$ cat src/rtl/am2901_slice_if.sv
// Microinstruction, operand and status bus of one am2901_slice.
// The master side drives the microword and shift inputs; the slice drives the results.
interface am2901_slice_if;
    logic [8:0] I;
    logic [3:0] A;
    logic [3:0] B;
    logic [3:0] D;
    logic       Cin;
    logic       RAM0_in;
    logic       RAM3_in;
    logic       Q0_in;
    logic       Q3_in;
    logic [3:0] Y;
    logic       nG;
    logic       nP;
    logic       Cout;
    logic       OVR;
    logic       Zero;
    logic       F3;
    logic       RAM0_out;
    logic       RAM3_out;
    logic       Q0_out;
    logic       Q3_out;

    modport master (
        output I, A, B, D, Cin, RAM0_in, RAM3_in, Q0_in, Q3_in,
        input  Y, nG, nP, Cout, OVR, Zero, F3, RAM0_out, RAM3_out, Q0_out, Q3_out
    );

    modport slave (
        input  I, A, B, D, Cin, RAM0_in, RAM3_in, Q0_in, Q3_in,
        output Y, nG, nP, Cout, OVR, Zero, F3, RAM0_out, RAM3_out, Q0_out, Q3_out
    );
endinterface

$ cat src/rtl/am2901_slice.sv
// 4-bit bit-slice ALU with 16-word register file and Q register.
// Outputs nG/nP for an external look-ahead carry generator; the carry path is purely combinational.
module am2901_slice (
    input logic          clk,
    input logic          nRST,
    am2901_slice_if.slave bus
);
    typedef enum logic [2:0] {
        SRC_AQ, SRC_AB, SRC_ZQ, SRC_ZB, SRC_ZA, SRC_DA, SRC_DQ, SRC_DZ
    } src_e;
    typedef enum logic [2:0] {
        FN_ADD, FN_SUBR, FN_SUBS, FN_OR, FN_AND, FN_NOTRS, FN_EXOR, FN_EXNOR
    } fn_e;
    typedef enum logic [2:0] {
        DST_QREG, DST_NOP, DST_RAMA, DST_RAMF, DST_RAMQD, DST_RAMD, DST_RAMQU, DST_RAMU
    } dst_e;

    logic [3:0] regs [16];
    logic [3:0] q;
    src_e       src;
    fn_e        fn;
    dst_e       dst;
    logic [3:0] a_val, b_val, r, s, rr, ss, p, g, f;
    logic       c1, c2, c3, c4, arith;
    logic       ram_we, q_we;
    logic [3:0] ram_d, q_d;

    assign src   = src_e'(bus.I[2:0]);
    assign fn    = fn_e'(bus.I[5:3]);
    assign dst   = dst_e'(bus.I[8:6]);
    assign a_val = regs[bus.A];
    assign b_val = regs[bus.B];

    always_comb begin
        r = '0;
        s = '0;
        case (src)
            SRC_AQ: begin r = a_val; s = q;     end
            SRC_AB: begin r = a_val; s = b_val; end
            SRC_ZQ: begin r = '0;    s = q;     end
            SRC_ZB: begin r = '0;    s = b_val; end
            SRC_ZA: begin r = '0;    s = a_val; end
            SRC_DA: begin r = bus.D; s = a_val; end
            SRC_DQ: begin r = bus.D; s = q;     end
            default: begin r = bus.D; s = '0;   end
        endcase
    end

    // Subtraction is done by inverting one operand; P/G are taken after inversion.
    always_comb begin
        arith = (fn == FN_ADD) || (fn == FN_SUBR) || (fn == FN_SUBS);
        rr    = (fn == FN_SUBR) ? ~r : r;
        ss    = (fn == FN_SUBS) ? ~s : s;
        p     = rr | ss;
        g     = rr & ss;
        c1    = g[0] | (p[0] & bus.Cin);
        c2    = g[1] | (p[1] & c1);
        c3    = g[2] | (p[2] & c2);
        c4    = g[3] | (p[3] & c3);
        f     = '0;
        case (fn)
            FN_ADD, FN_SUBR, FN_SUBS: f = rr ^ ss ^ {c3, c2, c1, bus.Cin};
            FN_OR:                    f = r | s;
            FN_AND:                   f = r & s;
            FN_NOTRS:                 f = ~r & s;
            FN_EXOR:                  f = r ^ s;
            default:                  f = ~(r ^ s);
        endcase
    end

    assign bus.nP       = arith ? ~(&p) : 1'b1;
    assign bus.nG       = arith ? ~(g[3] | (p[3] & g[2]) | (p[3] & p[2] & g[1])
                                    | (p[3] & p[2] & p[1] & g[0])) : 1'b1;
    assign bus.Cout     = arith & c4;
    assign bus.OVR      = arith & (c4 ^ c3);
    assign bus.Y        = (dst == DST_RAMA) ? a_val : f;
    assign bus.Zero     = (f == 4'd0);
    assign bus.F3       = f[3];
    assign bus.RAM0_out = f[0];
    assign bus.RAM3_out = f[3];
    assign bus.Q0_out   = q[0];
    assign bus.Q3_out   = q[3];

    always_comb begin
        ram_we = 1'b0;
        ram_d  = f;
        q_we   = 1'b0;
        q_d    = f;
        case (dst)
            DST_QREG:  q_we = 1'b1;
            DST_NOP:   ;
            DST_RAMA,
            DST_RAMF:  ram_we = 1'b1;
            DST_RAMQD: begin
                ram_we = 1'b1; ram_d = {bus.RAM3_in, f[3:1]};
                q_we   = 1'b1; q_d   = {bus.Q3_in, q[3:1]};
            end
            DST_RAMD:  begin ram_we = 1'b1; ram_d = {bus.RAM3_in, f[3:1]}; end
            DST_RAMQU: begin
                ram_we = 1'b1; ram_d = {f[2:0], bus.RAM0_in};
                q_we   = 1'b1; q_d   = {q[2:0], bus.Q0_in};
            end
            default:   begin ram_we = 1'b1; ram_d = {f[2:0], bus.RAM0_in}; end
        endcase
    end

    always_ff @(posedge clk or negedge nRST) begin
        if (!nRST) begin
            for (int unsigned i = 0; i < 16; i++) regs[i[3:0]] <= '0;
            q <= '0;
        end else begin
            if (ram_we) regs[bus.B] <= ram_d;
            if (q_we)   q <= q_d;
        end
    end
endmodule

$ cat src/flat_wrapper.sv
// flat-port wrapper written by rule: the top's interface ports become plain ports
module am2901_slice_flat 
  (clk, nRST, bus_I, bus_A, bus_B, bus_D, bus_Cin, bus_RAM0_in, bus_RAM3_in, bus_Q0_in, bus_Q3_in, bus_Y, bus_nG, bus_nP, bus_Cout, bus_OVR, bus_Zero, bus_F3, bus_RAM0_out, bus_RAM3_out, bus_Q0_out, bus_Q3_out);
  am2901_slice_if bus_i ();
  input logic clk;
  input logic nRST;
  input wire logic [$bits(bus_i.I)-1:0] bus_I;
  input wire logic [$bits(bus_i.A)-1:0] bus_A;
  input wire logic [$bits(bus_i.B)-1:0] bus_B;
  input wire logic [$bits(bus_i.D)-1:0] bus_D;
  input wire logic [$bits(bus_i.Cin)-1:0] bus_Cin;
  input wire logic [$bits(bus_i.RAM0_in)-1:0] bus_RAM0_in;
  input wire logic [$bits(bus_i.RAM3_in)-1:0] bus_RAM3_in;
  input wire logic [$bits(bus_i.Q0_in)-1:0] bus_Q0_in;
  input wire logic [$bits(bus_i.Q3_in)-1:0] bus_Q3_in;
  output wire logic [$bits(bus_i.Y)-1:0] bus_Y;
  output wire logic [$bits(bus_i.nG)-1:0] bus_nG;
  output wire logic [$bits(bus_i.nP)-1:0] bus_nP;
  output wire logic [$bits(bus_i.Cout)-1:0] bus_Cout;
  output wire logic [$bits(bus_i.OVR)-1:0] bus_OVR;
  output wire logic [$bits(bus_i.Zero)-1:0] bus_Zero;
  output wire logic [$bits(bus_i.F3)-1:0] bus_F3;
  output wire logic [$bits(bus_i.RAM0_out)-1:0] bus_RAM0_out;
  output wire logic [$bits(bus_i.RAM3_out)-1:0] bus_RAM3_out;
  output wire logic [$bits(bus_i.Q0_out)-1:0] bus_Q0_out;
  output wire logic [$bits(bus_i.Q3_out)-1:0] bus_Q3_out;
  assign bus_i.I = bus_I;
  assign bus_i.A = bus_A;
  assign bus_i.B = bus_B;
  assign bus_i.D = bus_D;
  assign bus_i.Cin = bus_Cin;
  assign bus_i.RAM0_in = bus_RAM0_in;
  assign bus_i.RAM3_in = bus_RAM3_in;
  assign bus_i.Q0_in = bus_Q0_in;
  assign bus_i.Q3_in = bus_Q3_in;
  assign bus_Y = bus_i.Y;
  assign bus_nG = bus_i.nG;
  assign bus_nP = bus_i.nP;
  assign bus_Cout = bus_i.Cout;
  assign bus_OVR = bus_i.OVR;
  assign bus_Zero = bus_i.Zero;
  assign bus_F3 = bus_i.F3;
  assign bus_RAM0_out = bus_i.RAM0_out;
  assign bus_RAM3_out = bus_i.RAM3_out;
  assign bus_Q0_out = bus_i.Q0_out;
  assign bus_Q3_out = bus_i.Q3_out;
  am2901_slice u_core (.clk(clk), .nRST(nRST), .bus(bus_i));
endmodule
$ cat config.mk
export PLATFORM = sky130hd
export DESIGN_NAME = am2901_slice_flat
export DESIGN_NICKNAME = d
export VERILOG_FILES = /design/src/rtl/am2901_slice_if.sv /design/src/rtl/am2901_slice.sv /design/src/flat_wrapper.sv
export SDC_FILE = /design/constraint.sdc
export NUM_CORES = 1
export LEC_CHECK = 0
export ABC_CLOCK_PERIOD_IN_PS = 7100
export CAP_MARGIN = 0
export CORE_ASPECT_RATIO = 1.1
export CORE_MARGIN = 2
export CORE_UTILIZATION = 50
export DETAILED_ROUTE_END_ITERATION = 10
export GPL_ROUTABILITY_DRIVEN = 0
export PLACE_DENSITY = 0.76
export SLEW_MARGIN = 10
export SYNTH_ARGS = -nofsm -noshare
export SYNTH_HDL_FRONTEND = slang
export SYNTH_SLANG_ARGS = --single-unit
export TNS_END_PERCENT = 30
$ cat constraint.sdc
create_clock -name clk -period 7.1 [get_ports clk]
set_clock_uncertainty 0.05 [all_clocks]
set_input_delay 0.71 -clock clk [delete_from_list [all_inputs] [get_ports clk]]
set_output_delay 0.71 -clock clk [all_outputs]
set_load 0.01 [all_outputs]
After elaboration in Yosys (flattened, before gate mapping)
Cells that the tools add are included.
{"block": "word_totals", "register_bits": 68, "latchBits": 0, "mem_bits_rw": 0, "mem_bits_ro": 0, "in_bits": 28, "output_inout_bits": 14, "elab_cells": 110, "n_memories": 0}
{"block": "op_classes", "n_addsub": 0, "mul": 0, "div": 0, "order_cmp": 3, "eq_ne": 18, "n_shift": 0, "mux": 20, "bitwise_logic": 34, "n_reduce_logical": 18}
{"cell": "64-bit bitwise mux", "n": 1}
{"cell": "4-bit binary-select mux with 4-bit select", "n": 2}
{"cell": "4-bit 2-to-1 mux", "n": 8}
{"cell": "3-bit == test (second input constant)", "n": 9}
{"cell": "4-bit one-hot mux with 2 select lines", "n": 3}
{"cell": "4-bit one-hot mux with 5 select lines", "n": 1}
{"cell": "3-bit by 2-bit == test with 1-bit output (second input constant)", "n": 6}
{"cell": "4-bit demux with 4-bit select", "n": 1}
{"cell": "4-bit bitwise AND", "n": 3}
{"cell": "4-bit NOT", "n": 3}
{"cell": "4-bit one-hot mux with 3 select lines", "n": 1}
{"cell": "3-bit OR reduction", "n": 4}
{"cell": "4-bit XOR", "n": 3}
{"cell": "1-bit bitwise AND", "n": 11}
{"cell": "5-bit >= comparator (second input constant)", "n": 2}
{"cell": "4-bit NOT with 5-bit output", "n": 2}
{"cell": "2-bit OR reduction", "n": 5}
{"cell": "3-bit by 1-bit == test with 1-bit output (second input constant)", "n": 3}
{"cell": "3-bit logical NOT", "n": 3}
{"cell": "4-bit OR", "n": 2}
{"cell": "1-bit OR", "n": 7}
{"cell": "5-bit by 1-bit less-than comparator with 1-bit output (second input constant)", "n": 1}
{"cell": "4-bit logical NOT", "n": 1}
{"cell": "4-bit AND reduction", "n": 1}
{"cell": "6 further kinds", "n": 10}

Logic depth before layout (Yosys ltp)
Gate-level depths: netlist of run 1.
{"block": "depth", "word_depth": 18, "mapped_depth": 20, "depth_no_buf": 17}

Worst setup path before layout of run 1
Ideal clock, no wire load.
{"block": "synth_path", "kind": "input to output", "startpoint": "input bus_B[2]", "endpoint": "output bus_Zero", "t_arrival_ns": 5.186, "required_time_ns": 6.340, "slack_ns": 1.154, "path_stages": 17, "path_buffers": 1, "path_cell_list": "clkbuf_1 -> mux4_2 -> mux2_2 -> nor2_1 -> a21oi_1 -> a221oi_1 -> xnor2_1 -> fa_1 -> fa_1 -> fa_1 -> fa_1 -> nor2b_1 -> a21oi_1 -> a21oi_1 -> a221oi_1 -> a2bb2oi_4 -> nor3_1"}
{"block": "synth_via", "elab_chain_len": 17, "word_cells_on_any_way": 24, "classes_between": "mux: 6; bitwise: 17; reduce/logical: 1"}
{"item": "start: declaration", "line": "flat_wrapper.sv:9", "text": "input wire logic [$bits(bus_i.B)-1:0] bus_B;"}
{"item": "4-bit NOT with 5-bit output (implied by the code) *", "line": "am2901_slice.sv:32", "text": "assign b_val = regs[bus.B];"}
{"item": "4-bit binary-select mux with 4-bit select *", "line": "am2901_slice.sv:32"}
{"item": "4-bit 2-to-1 mux (implied by the code) * (2 in series)", "line": "am2901_slice.sv:32"}
{"item": "4-bit one-hot mux with 3 select lines *", "line": "am2901_slice.sv:37", "text": "case (src)"}
{"item": "4-bit NOT", "line": "am2901_slice.sv:53", "text": "ss = (fn == FN_SUBS) ? ~s : s;"}
{"item": "4-bit 2-to-1 mux", "line": "am2901_slice.sv:53"}
{"item": "4-bit OR", "line": "am2901_slice.sv:54", "text": "p = rr | ss;"}
{"item": "1-bit bitwise AND", "line": "am2901_slice.sv:56", "text": "c1 = g[0] | (p[0] & bus.Cin);"}
{"item": "1-bit OR", "line": "am2901_slice.sv:56"}
{"item": "1-bit bitwise AND", "line": "am2901_slice.sv:57", "text": "c2 = g[1] | (p[1] & c1);"}
{"item": "1-bit OR", "line": "am2901_slice.sv:57"}
{"item": "1-bit bitwise AND", "line": "am2901_slice.sv:58", "text": "c3 = g[2] | (p[2] & c2);"}
{"item": "1-bit OR", "line": "am2901_slice.sv:58"}
{"item": "4-bit XOR", "line": "am2901_slice.sv:62", "text": "FN_ADD, FN_SUBR, FN_SUBS: f = rr ^ ss ^ {c3, c2, c1, bus.Cin};"}
{"item": "4-bit one-hot mux with 5 select lines *", "line": "am2901_slice.sv:61", "text": "case (fn)"}
{"item": "via bus_F3", "line": "flat_wrapper.sv:22", "text": "output wire logic [$bits(bus_i.F3)-1:0] bus_F3;"}
{"item": "4-bit logical NOT *", "line": "am2901_slice.sv:77", "text": "assign bus.Zero = (f == 4'd0);"}
{"item": "end: declaration", "line": "flat_wrapper.sv:21", "text": "output wire logic [$bits(bus_i.Zero)-1:0] bus_Zero;"}
The timed path passes the listed nets; every way through them passes the cells marked *. The select of a mux whose other input is x is not followed.

Worst setup path after layout of run 1
{"block": "layout_path", "startpoint": "input bus_A[0]", "endpoint": "output bus_Y[3]"}
{"block": "layout_via", "elab_chain_len": 17, "word_cells_on_any_way": 27, "classes_between": "mux: 9; bitwise: 18"}
{"item": "start: declaration", "line": "flat_wrapper.sv:8", "text": "input wire logic [$bits(bus_i.A)-1:0] bus_A;"}
{"item": "4-bit NOT with 5-bit output (implied by the code) *", "line": "am2901_slice.sv:31", "text": "assign a_val = regs[bus.A];"}
{"item": "4-bit binary-select mux with 4-bit select *", "line": "am2901_slice.sv:31"}
{"item": "4-bit 2-to-1 mux (implied by the code) * (2 in series)", "line": "am2901_slice.sv:31"}
{"item": "4-bit one-hot mux with 3 select lines or 4-bit one-hot mux with 2 select lines (tied branches)", "line": "am2901_slice.sv:37"}
{"item": "4-bit NOT, on equally long branches", "line": "am2901_slice.sv:53, am2901_slice.sv:52, am2901_slice.sv:65"}
{"item": "4-bit 2-to-1 mux, on equally long branches", "line": "am2901_slice.sv:53, am2901_slice.sv:52"}
{"item": "4-bit OR", "line": "am2901_slice.sv:54"}
{"item": "1-bit bitwise AND", "line": "am2901_slice.sv:56"}
{"item": "1-bit OR", "line": "am2901_slice.sv:56"}
{"item": "1-bit bitwise AND", "line": "am2901_slice.sv:57"}
{"item": "1-bit OR", "line": "am2901_slice.sv:57"}
{"item": "1-bit bitwise AND", "line": "am2901_slice.sv:58"}
{"item": "1-bit OR", "line": "am2901_slice.sv:58"}
{"item": "4-bit XOR", "line": "am2901_slice.sv:62"}
{"item": "4-bit one-hot mux with 5 select lines", "line": "am2901_slice.sv:61"}
{"item": "4-bit 2-to-1 mux *", "line": "am2901_slice.sv:76", "text": "assign bus.Y = (dst == DST_RAMA) ? a_val : f;"}
{"item": "end: declaration", "line": "flat_wrapper.sv:16", "text": "output wire logic [$bits(bus_i.Y)-1:0] bus_Y;"}
Every way passes the cells marked *; elsewhere a longest branch is shown, timed or not. The select of a mux whose other input is x is not followed.

==> summary.txt, run 1 <==
Status
  • Status: completed

Timing
  • Max Clk Rate: 0.147 GHz
  • Worst-Margin Slew: 880 ps
  • Ratio of final minimum period to clock period: 95.7%
  • Slew Limit Fails: 0
  • Tmin final: 6800 ps
  • Final Hold Fails: 0
  • Final setup vio count: 0
  • Slew headroom: 41.3%
  • Hold Slack: 458 ps
  • RSZ-0062 raised after global routing: no

Synth
  • Asr flop ratio synth: 100%
  • Cells after Synth: 531
  • Synth unique cells: 71
  • Sequential area share after synthesis: 31.8%
  • FF+latch count, synth: 68
  • Yosys Warn Count: 0
  • Mapped Area: 5350 um^2
  • Net count after synthesis: 575
  • Mean Syn Cell Area: 10.1 um^2
  • Post-synth EDFFs: 0
  • Top FF cell, synth: dfrtp_1

Place
  • Dpl cell area: 5860 um^2
  • DP HPWL: 11.5 mm
  • Input/output buffers: 41

Clock network
  • H-tree depth: 3
  • CTS Sinks: 68
  • Num CTS Buffers: 9
  • Clock slew at the register clock pins of the worst setup and hold paths: 50 ps
  • CTS root buffer: clkbuf_16
  • Bufs on Longest Clock Path: 2
  • Worst-Skew Late Latency: 340 ps
  • TritonCTS clock tree: yes

Setup path
  • CP max FO: 3
  • Critical path startpoint category: primary input
  • Critical Path End Type: output pin
  • Kind of critical path: primary input to output pin
  • Worst path arrival time: 6040 ps
  • Required @ worst endpoint: 6340 ps

Detailed routing
  • Drt wl/cell: 21.2 um
  • DRC: 0
  • DRT iter0 DRCs: 533
  • Drt total wl: 15.1 mm
  • Vias/cell: 6.37
  • First-pass detailed-route iteration total: 6
  • Post-route ant nets: 0
  • Vias: 4,559

Cells and area
  • Layout Nets: 612
  • Filler cell count: 832
  • Layout cell share with drive strength beyond 1: 22.0%
  • Ant diodes: 0
  • Final core occ: 59.9%
  • Layout area overhead: 16.2%
  • Post-Layout Inst Area: 6220 um^2

Floorplanning
  • Starting Density: 51.5%
  • # IOs: 42
  • CORE AREA: 10,400 um^2
  • Die W: 103 um
  • Die ar.: 11,500 um^2
  • Num rows: 39
  • Vert. Die Dim: 113 um

Global route
  • Initial antenna violation count: 0
  • First-pass GRT wire length: 24.4 mm
  • All-Layer GR Usage: 27.7%
  • Largest net degree at the start of global routing: 69
  • Global route total overflow: 0
  • Vias in the first global route: 4,564

Power and ir drop
  • Maximum VDD drop: 0.238 mV
  • Leakage: 2.63 nW
  • Power Dens Cells: 291 nW/um^2

Job
  • Max_cap viols: 0

Worst hold path
  • Hold Path Class: flip-flop to flip-flop
registers in the layout, summed over array words and instances, names as in the netlist:
| register | count |
|---|---|
| u_core.regs | 64 |
| u_core.q | 4 |
worst paths after layout:
check                                               to                        start  cells after the start  slack (ps)
min reg2reg                u_core.regs[58]$_DFFE_PN0P_  u_core.regs[58]$_DFFE_PN0P_                      2         460
max                                           bus_Y[3]                     bus_A[0]                     20         300
max reg2reg                u_core.regs[59]$_DFFE_PN0P_  u_core.regs[32]$_DFFE_PN0P_                     19        1770
min in group asynchronous  u_core.regs[37]$_DFFE_PN0P_                         nRST                      2         530
max in group asynchronous  u_core.regs[52]$_DFFE_PN0P_                         nRST                      2        5910
min                        u_core.regs[58]$_DFFE_PN0P_  u_core.regs[58]$_DFFE_PN0P_                      2         460
cell type report:
class	instances	area (um^2)	area share [%]
Clock buffer	12	256	4.12
Clock inverter	4	47.5	0.764
Inverter	17	63.8	1.03
Multi-Input combinational cell	411	3420	54.9
Sequential cell	68	1700	27.3
Tap cell	143	179	2.88
Timing Repair Buffer	61	558	8.97
kinds of logic (layout without fill, tap and decap cells):
| kind of cell | Yosys count | after routing | share of synthesized area [%] |
|---|---|---|---|
| AO/OA/AOI/OAI | 107 | 107 | 16.1 |
| XOR/XNOR | 12 | 12 | 1.96 |
| adder cells (fa/ha/maj) | 16 | 16 | 4.30 |
| buffers and inverters | 52 | 94 | 5.07 |
| flip-flops | 68 | 68 | 31.8 |
| multiplexers | 97 | 97 | 24.4 |
| AND/OR/NAND/NOR | 179 | 179 | 16.4 |
through the flow:
step           std cells  power (mW)  setup TNS [ps]  setup WS [ps]
2_1_floorplan        531        1.11               0           1150
3_3_place_gp         698        1.30               0           56.6
3_5_place_dp         698        1.33            -210           -117
4_1_cts              714        1.79               0           38.4
5_1_grt              716        1.91               0           16.4
6_report             716        1.81               0            302
metal layers:
metal	track usage [%]	part of all wire [%]	wire, um	vias up
met5	0	0	0	-
met4	12.1	4.1	623	0
met3	5.11	7.7	1170	61
met2	44.1	49	7400	260
met1	37.0	39	5960	2210
li1	-	-	-	2028
synth_stat cells (2+ instances only):
library cell | n | area share, %
nand3_1 | 15 | 1.4
o31ai_2 | 6 | 1.4
buf_1 | 3 | 0.21
a21oi_1 | 11 | 1.0
nand3b_1 | 3 | 0.42
a221oi_1 | 2 | 0.33
and3_1 | 3 | 0.35
nand2_1 | 71 | 5.0
a31oi_1 | 4 | 0.47
mux2i_1 | 32 | 6.0
nor3_1 | 9 | 0.84
nor3b_1 | 6 | 0.84
a22o_1 | 2 | 0.33
buf_4 | 8 | 1.1
and2_1 | 7 | 0.82
xor2_1 | 6 | 0.98
nor2b_1 | 11 | 1.3
nand2b_1 | 10 | 1.2
a22oi_1 | 7 | 0.98
mux2_2 | 42 | 8.8
xnor2_1 | 6 | 0.98
or3_1 | 2 | 0.23
o21a_1 | 2 | 0.28
o21ai_0 | 15 | 1.4
o211ai_1 | 4 | 0.56
ha_1 | 12 | 2.8
clkbuf_1 | 12 | 0.84
dfrtp_1 | 68 | 32
inv_1 | 17 | 1.2
mux4_2 | 22 | 9.3
buf_2 | 7 | 0.65
nor4b_1 | 2 | 0.33
buf_6 | 5 | 1.1
a2bb2oi_1 | 2 | 0.33
nor2_1 | 29 | 2.0
a21o_1 | 2 | 0.28
o31ai_1 | 13 | 1.8
o2bb2ai_1 | 2 | 0.33
o21ai_1 | 14 | 1.3
fa_1 | 4 | 1.5
o31a_1 | 2 | 0.33
o211a_1 | 2 | 0.37
cell usage in the layout, fill, tap and decap left out, drive strengths merged, types with 7 or more instances in the layout:
| master | instances |
|---|---|
| inv | 17 |
| clkbuf | 12 |
| ha | 12 |
| nor3 | 9 |
| mux4 | 22 |
| and2 | 7 |
| nand2 | 72 |
| nor2 | 30 |
| mux2 | 43 |
| buf | 21 |
| o31ai | 19 |
| dfrtp | 68 |
| a22oi | 8 |
| a21oi | 11 |
| nand3 | 15 |
| o21ai | 29 |
| nand2b | 10 |
| clkdlybuf4s50 | 39 |
| nor2b | 11 |
| mux2i | 32 |
power by group:
| group | internal [mW] | switching, mW | leakage [nW] |
|---|---|---|---|
| sequential | 0.517 | 0.117 | 0.864 |
| clock | 0.290 | 0.164 | 0.149 |
| combinational | 0.363 | 0.362 | 1.62 |
| total | 1.17 | 0.644 | 2.63 |
critical path, stage by stage:
cell             delay (ps)
clkdlybuf4s50_1         560
mux4_2                  540
mux2_2                  310
mux2i_4                 190
nor2_1                   70
a221oi_2                170
buf_4                   170
xnor2_2                  90
fa_1                    420
fa_1                    380
fa_1                    420
fa_1                    500
nor2b_1                 150
a21oi_1                  60
a21oi_2                 170
o2bb2ai_1               180
a2bb2oi_4               190
o21ai_0                 100
o31ai_1                  70
clkdlybuf4s50_1         570
what timing repair did:
| action | in CTS | in global routing |
|---|---|---|
| hold buffers | 0 | 0 |
| buffers inserted | 0 | 2 |
| resized for setup | 3 | 4 |
| endpoints found under the hold margin | 0 | 0 |
| endpoints found under the setup margin | 4 | 4 |
Power figures use the tool's default switching activity.
==> inputs of run 2 (changes only) <==
--- a/config.mk
+++ b/config.mk
@@ -8,12 +8,12 @@
 export ABC_CLOCK_PERIOD_IN_PS = 7100
 export CAP_MARGIN = 0
 export CORE_ASPECT_RATIO = 1.1
-export CORE_MARGIN = 2
+export CORE_MARGIN = 3
 export CORE_UTILIZATION = 50
 export DETAILED_ROUTE_END_ITERATION = 10
 export GPL_ROUTABILITY_DRIVEN = 0
 export PLACE_DENSITY = 0.76
-export SLEW_MARGIN = 10
+export SLEW_MARGIN = 20
 export SYNTH_ARGS = -nofsm -noshare
 export SYNTH_HDL_FRONTEND = slang
 export SYNTH_SLANG_ARGS = --single-unit
==> summary.txt, run 2 (synthesis gave the netlist of run 1 again) <==
Setup path
  • Required @ worst endpoint: 6340 ps
  • Reg-to-reg slack, setup: 1720 ps
  • CP max FO: 5
  • Critical path startpoint category: primary input
  • Worst reg-to-reg path cell count: 19
  • Slowest-stage cell, CP: clkdlybuf4s50_1
  • R2R Path Start: u_core.regs[44]$_DFFE_PN0P_
  • Reg-to-reg endpoint: u_core.regs[46]$_DFFE_PN0P_
  • Worst path depth: 18
  • Worst path max stage delay: 660 ps
  • Worst path arrival time: 6010 ps
  • Buffers & Inverters on Critical Path: 2
  • Top delay family on crit path: adder cells
  • Critical Path End Type: output pin
  • Most used cell along the critical path: fa_1
  • CP cell instances: clkdlybuf4s50_1, mux4_2, mux2_2, mux2i_2, nor2_1, a221oi_2, xnor2_2, fa_1, fa_1, fa_1, fa_1, nor2b_1, a21oi_1, a21oi_2, a221oi_2, a2bb2oi_4, nor3_1, clkdlybuf4s50_1
  • Kind of critical path: primary input to output pin

Cells and area
  • Multi-input logic area: 3410 um^2
  • Largest register FFs: 64
  • Layout cell share with drive strength beyond 1: 21.6%
  • Ant diodes: 0
  • Post-Layout Inst Area: 6120 um^2
  • Most frequent cells in the layout: nand2_1, dfrtp_1, mux2_2, clkdlybuf4s50_1, mux2i_1
  • Layout Nets: 609
  • Layout area overhead: 14.4%
  • Filler cell count: 809
  • Most common cell after layout, fill and taps aside: nand2_1
  • Reg area: 1700 um^2
  • Registers with the most flip-flops: u_core.regs: 64 flops, u_core.q: 4 flops
  • Reg with most FFs: u_core.regs

Timing
  • Final Hold Fails: 0
  • Final setup vio count: 0
  • Setup ws final: 330 ps
  • Slew Limit Fails: 0
  • Slew headroom: 41.5%
  • Tmin final: 6770 ps
  • Ratio of final minimum period to clock period: 95.3%
  • Worst-Margin Slew: 878 ps
  • RSZ-0062 raised after global routing: no
  • Max Clk Rate: 0.148 GHz

Floorplanning
  • Vert. Die Dim: 115 um
  • # IOs: 42
  • Die ar.: 12,000 um^2
  • Starting Density: 52.9%
  • CORE AREA: 10,100 um^2
  • Num rows: 38
  • Die W: 105 um

Power and ir drop
  • Total power: 1.71 mW
  • Maximum VDD drop: 0.200 mV
  • Leakage: 2.61 nW
  • Power Dens Cells: 279 nW/um^2

Clock network
  • Num CTS Buffers: 9
  • Post CTS Setup Buffer Count: 0
  • Clock slew at the register clock pins of the worst setup and hold paths: 70 ps
  • Bufs on Longest Clock Path: 2
  • H-tree depth: 3
  • CTS Sinks: 68
  • TritonCTS clock tree: yes
  • Worst-Skew Late Latency: 370 ps
  • CTS root buffer: clkbuf_8

Detailed routing
  • Post-route ant nets: 0
  • DRT iter0 DRCs: 419
  • DRC: 0
  • Vias: 4,515
  • Vias/cell: 6.36
  • First-pass detailed-route iteration total: 5
  • Drt wl/cell: 21.0 um
  • Drt total wl: 14.9 mm

Global route
  • Vias in the first global route: 4,601
  • First-pass GRT wire length: 24.4 mm
  • Initial antenna violation count: 1
  • Global route total overflow: 0
  • Largest net degree at the start of global routing: 69
  • All-Layer GR Usage: 26.0%

Status
  • Status: completed

Place
  • Dpl cell area: 5850 um^2
  • Setup slack at placement: -27.5 ps
  • DP HPWL: 11.3 mm
  • Input/output buffers: 41

Worst hold path
  • Hold Path Class: flip-flop to flip-flop
  • Hold Path Stages: 2
  • Hold path start: u_core.regs[54]$_DFFE_PN0P_
  • Worst hold endpoint: u_core.regs[54]$_DFFE_PN0P_

Job
  • Max_cap viols: 0
## run 2: cell types whose count changed in the layout (fill, tap and decap cells not counted)
cell	before	now
bufinv_16	1	2
mux2i_4	1	0
buf_4	20	17
clkbuf_16	9	0
clkbuf_8	2	12
clkdlybuf4s50_1	39	37
mux2i_2	0	1
clkinv_2	2	0
dlymetal6s2s_1	1	3
## run 2: how the worst max path moves through the flow
stage                   from  endpoint  slack [ps]
global placement    bus_A[0]  bus_Zero          60
CTS                 bus_A[0]  bus_Y[3]          50
global route        bus_A[2]  bus_Zero          50
finish              bus_A[2]  bus_Zero         330
floorplan           bus_B[2]  bus_Zero        1150
detailed placement  bus_A[0]  bus_Zero         -30
## run 2: power breakdown
group | internal, mW | switching [mW] | total [mW]
clock network | 0.227 | 0.152 | 0.378
logic | 0.356 | 0.349 | 0.705
registers | 0.516 | 0.111 | 0.626
total | 1.10 | 0.611 | 1.71
## run 2: per-layer routing
layer  global-route usage, %  wire [um]  share of wire (%)
met2                    42.6       7300                 49
met4                    12.3        594                4.0
met5                       0          9              0.060
met1                    33.0       5940                 40
met3                    5.53       1040                7.0
## run 2: worst register-to-register path, cell delays in order (launching register included)
cell       delay (ps)
dfrtp_1           400
mux4_2            480
mux2_2            320
mux2i_2           220
nor2_1             80
a221oi_2          320
xnor2_2           150
fa_1              400
fa_1              390
fa_1              430
fa_1              450
nor2b_1           140
a21oi_1           180
a21oi_2            60
a221oi_2          260
a2bb2oi_4         110
buf_4             170
a211oi_4          230
buf_4             270
o31ai_1           120
## run 2: layout make-up
cell class,count,area share (%)
clock buffer,13,2.76
clock inverter,3,1.10
inverter,17,1.04
multi-input combinational,411,55.6
sequential,68,27.8
tap,140,2.86
timing repair buffer,58,8.83
## run 2: per-stage QoR
step                std cells  hold WS [ps]  TNS (ps)  utilization [%]
finish                    710           466         0             60.5
global route              710           488         0             60.5
CTS                       710           464         0             60.2
detailed placement        694           446     -44.4             57.8
global placement          694           431         0             57.8
floorplan                 531           364         0                -
## run 2: what timing repair did
action                                  CTS  global route
resized for setup                         1             7
pin swaps                                 0             0
hold buffers                              0             0
endpoints found under the setup margin    2             4
==> inputs of run 3 (changes only) <==
--- a/config.mk
+++ b/config.mk
@@ -5,13 +5,13 @@
 export SDC_FILE = /design/constraint.sdc
 export NUM_CORES = 1
 export LEC_CHECK = 0
+export ABC_AREA = 0
 export ABC_CLOCK_PERIOD_IN_PS = 7100
 export CAP_MARGIN = 0
 export CORE_ASPECT_RATIO = 1.1
 export CORE_MARGIN = 3
 export CORE_UTILIZATION = 50
 export DETAILED_ROUTE_END_ITERATION = 10
-export GPL_ROUTABILITY_DRIVEN = 0
 export PLACE_DENSITY = 0.76
 export SLEW_MARGIN = 20
 export SYNTH_ARGS = -nofsm -noshare
==> summary.txt, run 3 (synthesis gave the netlist of run 1 again) <==
Place
  • Setup slack at placement: 3.41 ps
  • Placed Cells: 697
  • DP HPWL: 11.6 mm
  • RePlAce Congestion: 0.937
  • Input/output buffers: 41

Detailed routing
  • Drt total wl: 15.1 mm
  • DRT iter0 DRCs: 339
  • DRC: 0
  • Post-route ant nets: 0
  • Vias: 4,514
  • Drt wl/cell: 21.0 um
  • Vias/cell: 6.30
  • First-pass detailed-route iteration total: 4

Timing
  • Final setup vio count: 0
  • Setup ws final: 233 ps
  • Ratio of final minimum period to clock period: 96.7%
  • Slew headroom: 40.9%
  • Slew Limit Fails: 0
  • Tmin final: 6870 ps
  • Hold Slack: 466 ps
  • Worst-Margin Slew: 885 ps
  • Max Clk Rate: 0.146 GHz
  • Final Hold Fails: 0

Global route
  • First-pass GRT wire length: 24.1 mm
  • All-Layer GR Usage: 26.0%
  • Global route total overflow: 0
  • Initial antenna violation count: 0
  • Vias in the first global route: 4,548
  • Largest net degree at the start of global routing: 69

Clock network
  • Hold-fix buffers, CTS: 0
  • Bufs on Longest Clock Path: 2
  • Num CTS Buffers: 9
  • Clock slew at the register clock pins of the worst setup and hold paths: 80 ps
  • CTS root buffer: clkbuf_8
  • CTS Sinks: 68
  • TritonCTS clock tree: yes
  • H-tree depth: 3
  • Worst-Skew Late Latency: 360 ps

Setup path
  • Slowest-stage cell, CP: clkdlybuf4s50_1
  • Kind of critical path: primary input to output pin
  • Worst path arrival time: 6110 ps
  • Worst path max stage delay: 600 ps
  • CP cell instances: clkdlybuf4s50_1, mux4_2, mux2_2, mux2i_1, nor2_1, a221oi_2, buf_4, xnor2_2, fa_1, fa_1, fa_1, fa_1, nor2b_1, a21oi_1, a21oi_2, o2bb2ai_1, a2bb2oi_4, o21ai_0, o31ai_1, clkdlybuf4s50_1
  • Critical path startpoint category: primary input
  • Critical Path End Type: output pin
  • CP max FO: 3
  • Most used cell along the critical path: fa_1
  • Required @ worst endpoint: 6340 ps

Floorplanning
  • Vert. Die Dim: 115 um
  • Die W: 105 um
  • # IOs: 42
  • Starting Density: 52.9%
  • Die ar.: 12,000 um^2
  • CORE AREA: 10,100 um^2
  • Num rows: 38

Status
  • Status: completed

Cells and area
  • Layout cell share with drive strength beyond 1: 22.7%
  • Multi-input logic area: 3410 um^2
  • Layout Nets: 616
  • Layout area overhead: 14.2%
  • Final cell count without fillers: 717
  • Final core occ: 60.4%
  • Filler cell count: 834
  • Largest register FFs: 64
  • Reg with most FFs: u_core.regs
  • Registers with the most flip-flops: u_core.regs: 64 flops, u_core.q: 4 flops
  • Reg area: 1700 um^2
  • Most common cell after layout, fill and taps aside: nand2_1
  • Most frequent cells in the layout: nand2_1, dfrtp_1, mux2_2, clkdlybuf4s50_1, mux2i_1
  • Ant diodes: 0

Power and ir drop
  • Maximum VDD drop: 0.204 mV
  • Total power: 1.63 mW
  • Power Dens Cells: 267 nW/um^2
  • Leakage: 2.59 nW

Worst hold path
  • Hold Path Class: flip-flop to flip-flop

Job
  • Max_cap viols: 0
-- run 3: cell count changes in the layout (fill, tap and decap cells not counted), sizes merged --
cell           previous run  this run
dlymetal6s2s              3         1
clkinvlp                  1         3
clkdlybuf4s50            37        39
bufinv                    2         0
clkinv                    0         2
inv                      17        19
clkbuf                   13         9
buf                      18        25
-- run 3: metal layers --
layer | track usage [%] | share of wire (%) | wire length (um)
met1 | 32.4 | 41 | 6150
met2 | 43.7 | 49 | 7350
met3 | 4.79 | 6.3 | 946
met4 | 12.7 | 4.1 | 617
met5 | 0 | 0 | 0
-- run 3: worst paths after layout --
check / from / to / slack (ps) / cells after the start
max in group asynchronous: nRST / u_core.regs[0]$_DFFE_PN0P_ / 5940 / 2
min in group asynchronous: nRST / u_core.regs[41]$_DFFE_PN0P_ / 500 / 2
max: bus_A[1] / bus_Y[3] / 230 / 20
max reg2reg: u_core.regs[32]$_DFFE_PN0P_ / u_core.regs[54]$_DFFE_PN0P_ / 1760 / 20
min reg2reg: u_core.regs[26]$_DFFE_PN0P_ / u_core.regs[26]$_DFFE_PN0P_ / 470 / 2
min: u_core.regs[26]$_DFFE_PN0P_ / u_core.regs[26]$_DFFE_PN0P_ / 470 / 2
-- run 3: repair_timing --
| item | CTS | global route |
|---|---|---|
| pin swaps | 0 | 1 |
| resized for setup | 1 | 5 |
| buffers inserted | 0 | 4 |
| cloned | 0 | 0 |
| setup endpoints to repair | 2 | 4 |
-- run 3: final cells by class --
cell class,count,area share [%]
repair buffers,65,9.62
clock inverters,7,0.819
well taps,140,2.87
inverters,17,1.04
clock buffers,9,2.03
flip-flops and latches,68,27.8
multi-input cells,411,55.8
-- run 3: critical path: cells and delay by family --
kind / cells / cell delay, ps
AND/OR/NAND/NOR: 2 / 200
multiplexers: 3 / 1040
XOR/XNOR: 1 / 90
AO/OA/AOI/OAI: 7 / 990
buffers and inverters: 3 / 1350
adder cells (fa/ha/maj): 4 / 1740
-- run 3: where the power goes --
part	switching, mW	internal (mW)	total (mW)
sequential	0.119	0.515	0.635
clock	0.162	0.127	0.289
combinational	0.347	0.364	0.711
total	0.628	1.01	1.63
-- run 3: metrics by stage --
step	instance area (um^2)	TNS (ps)
3_3_place_gp	5880	0
2_1_floorplan	5350	0
6_report	6110	0
4_1_cts	6060	0
5_1_grt	6110	-23.0
3_5_place_dp	5880	0
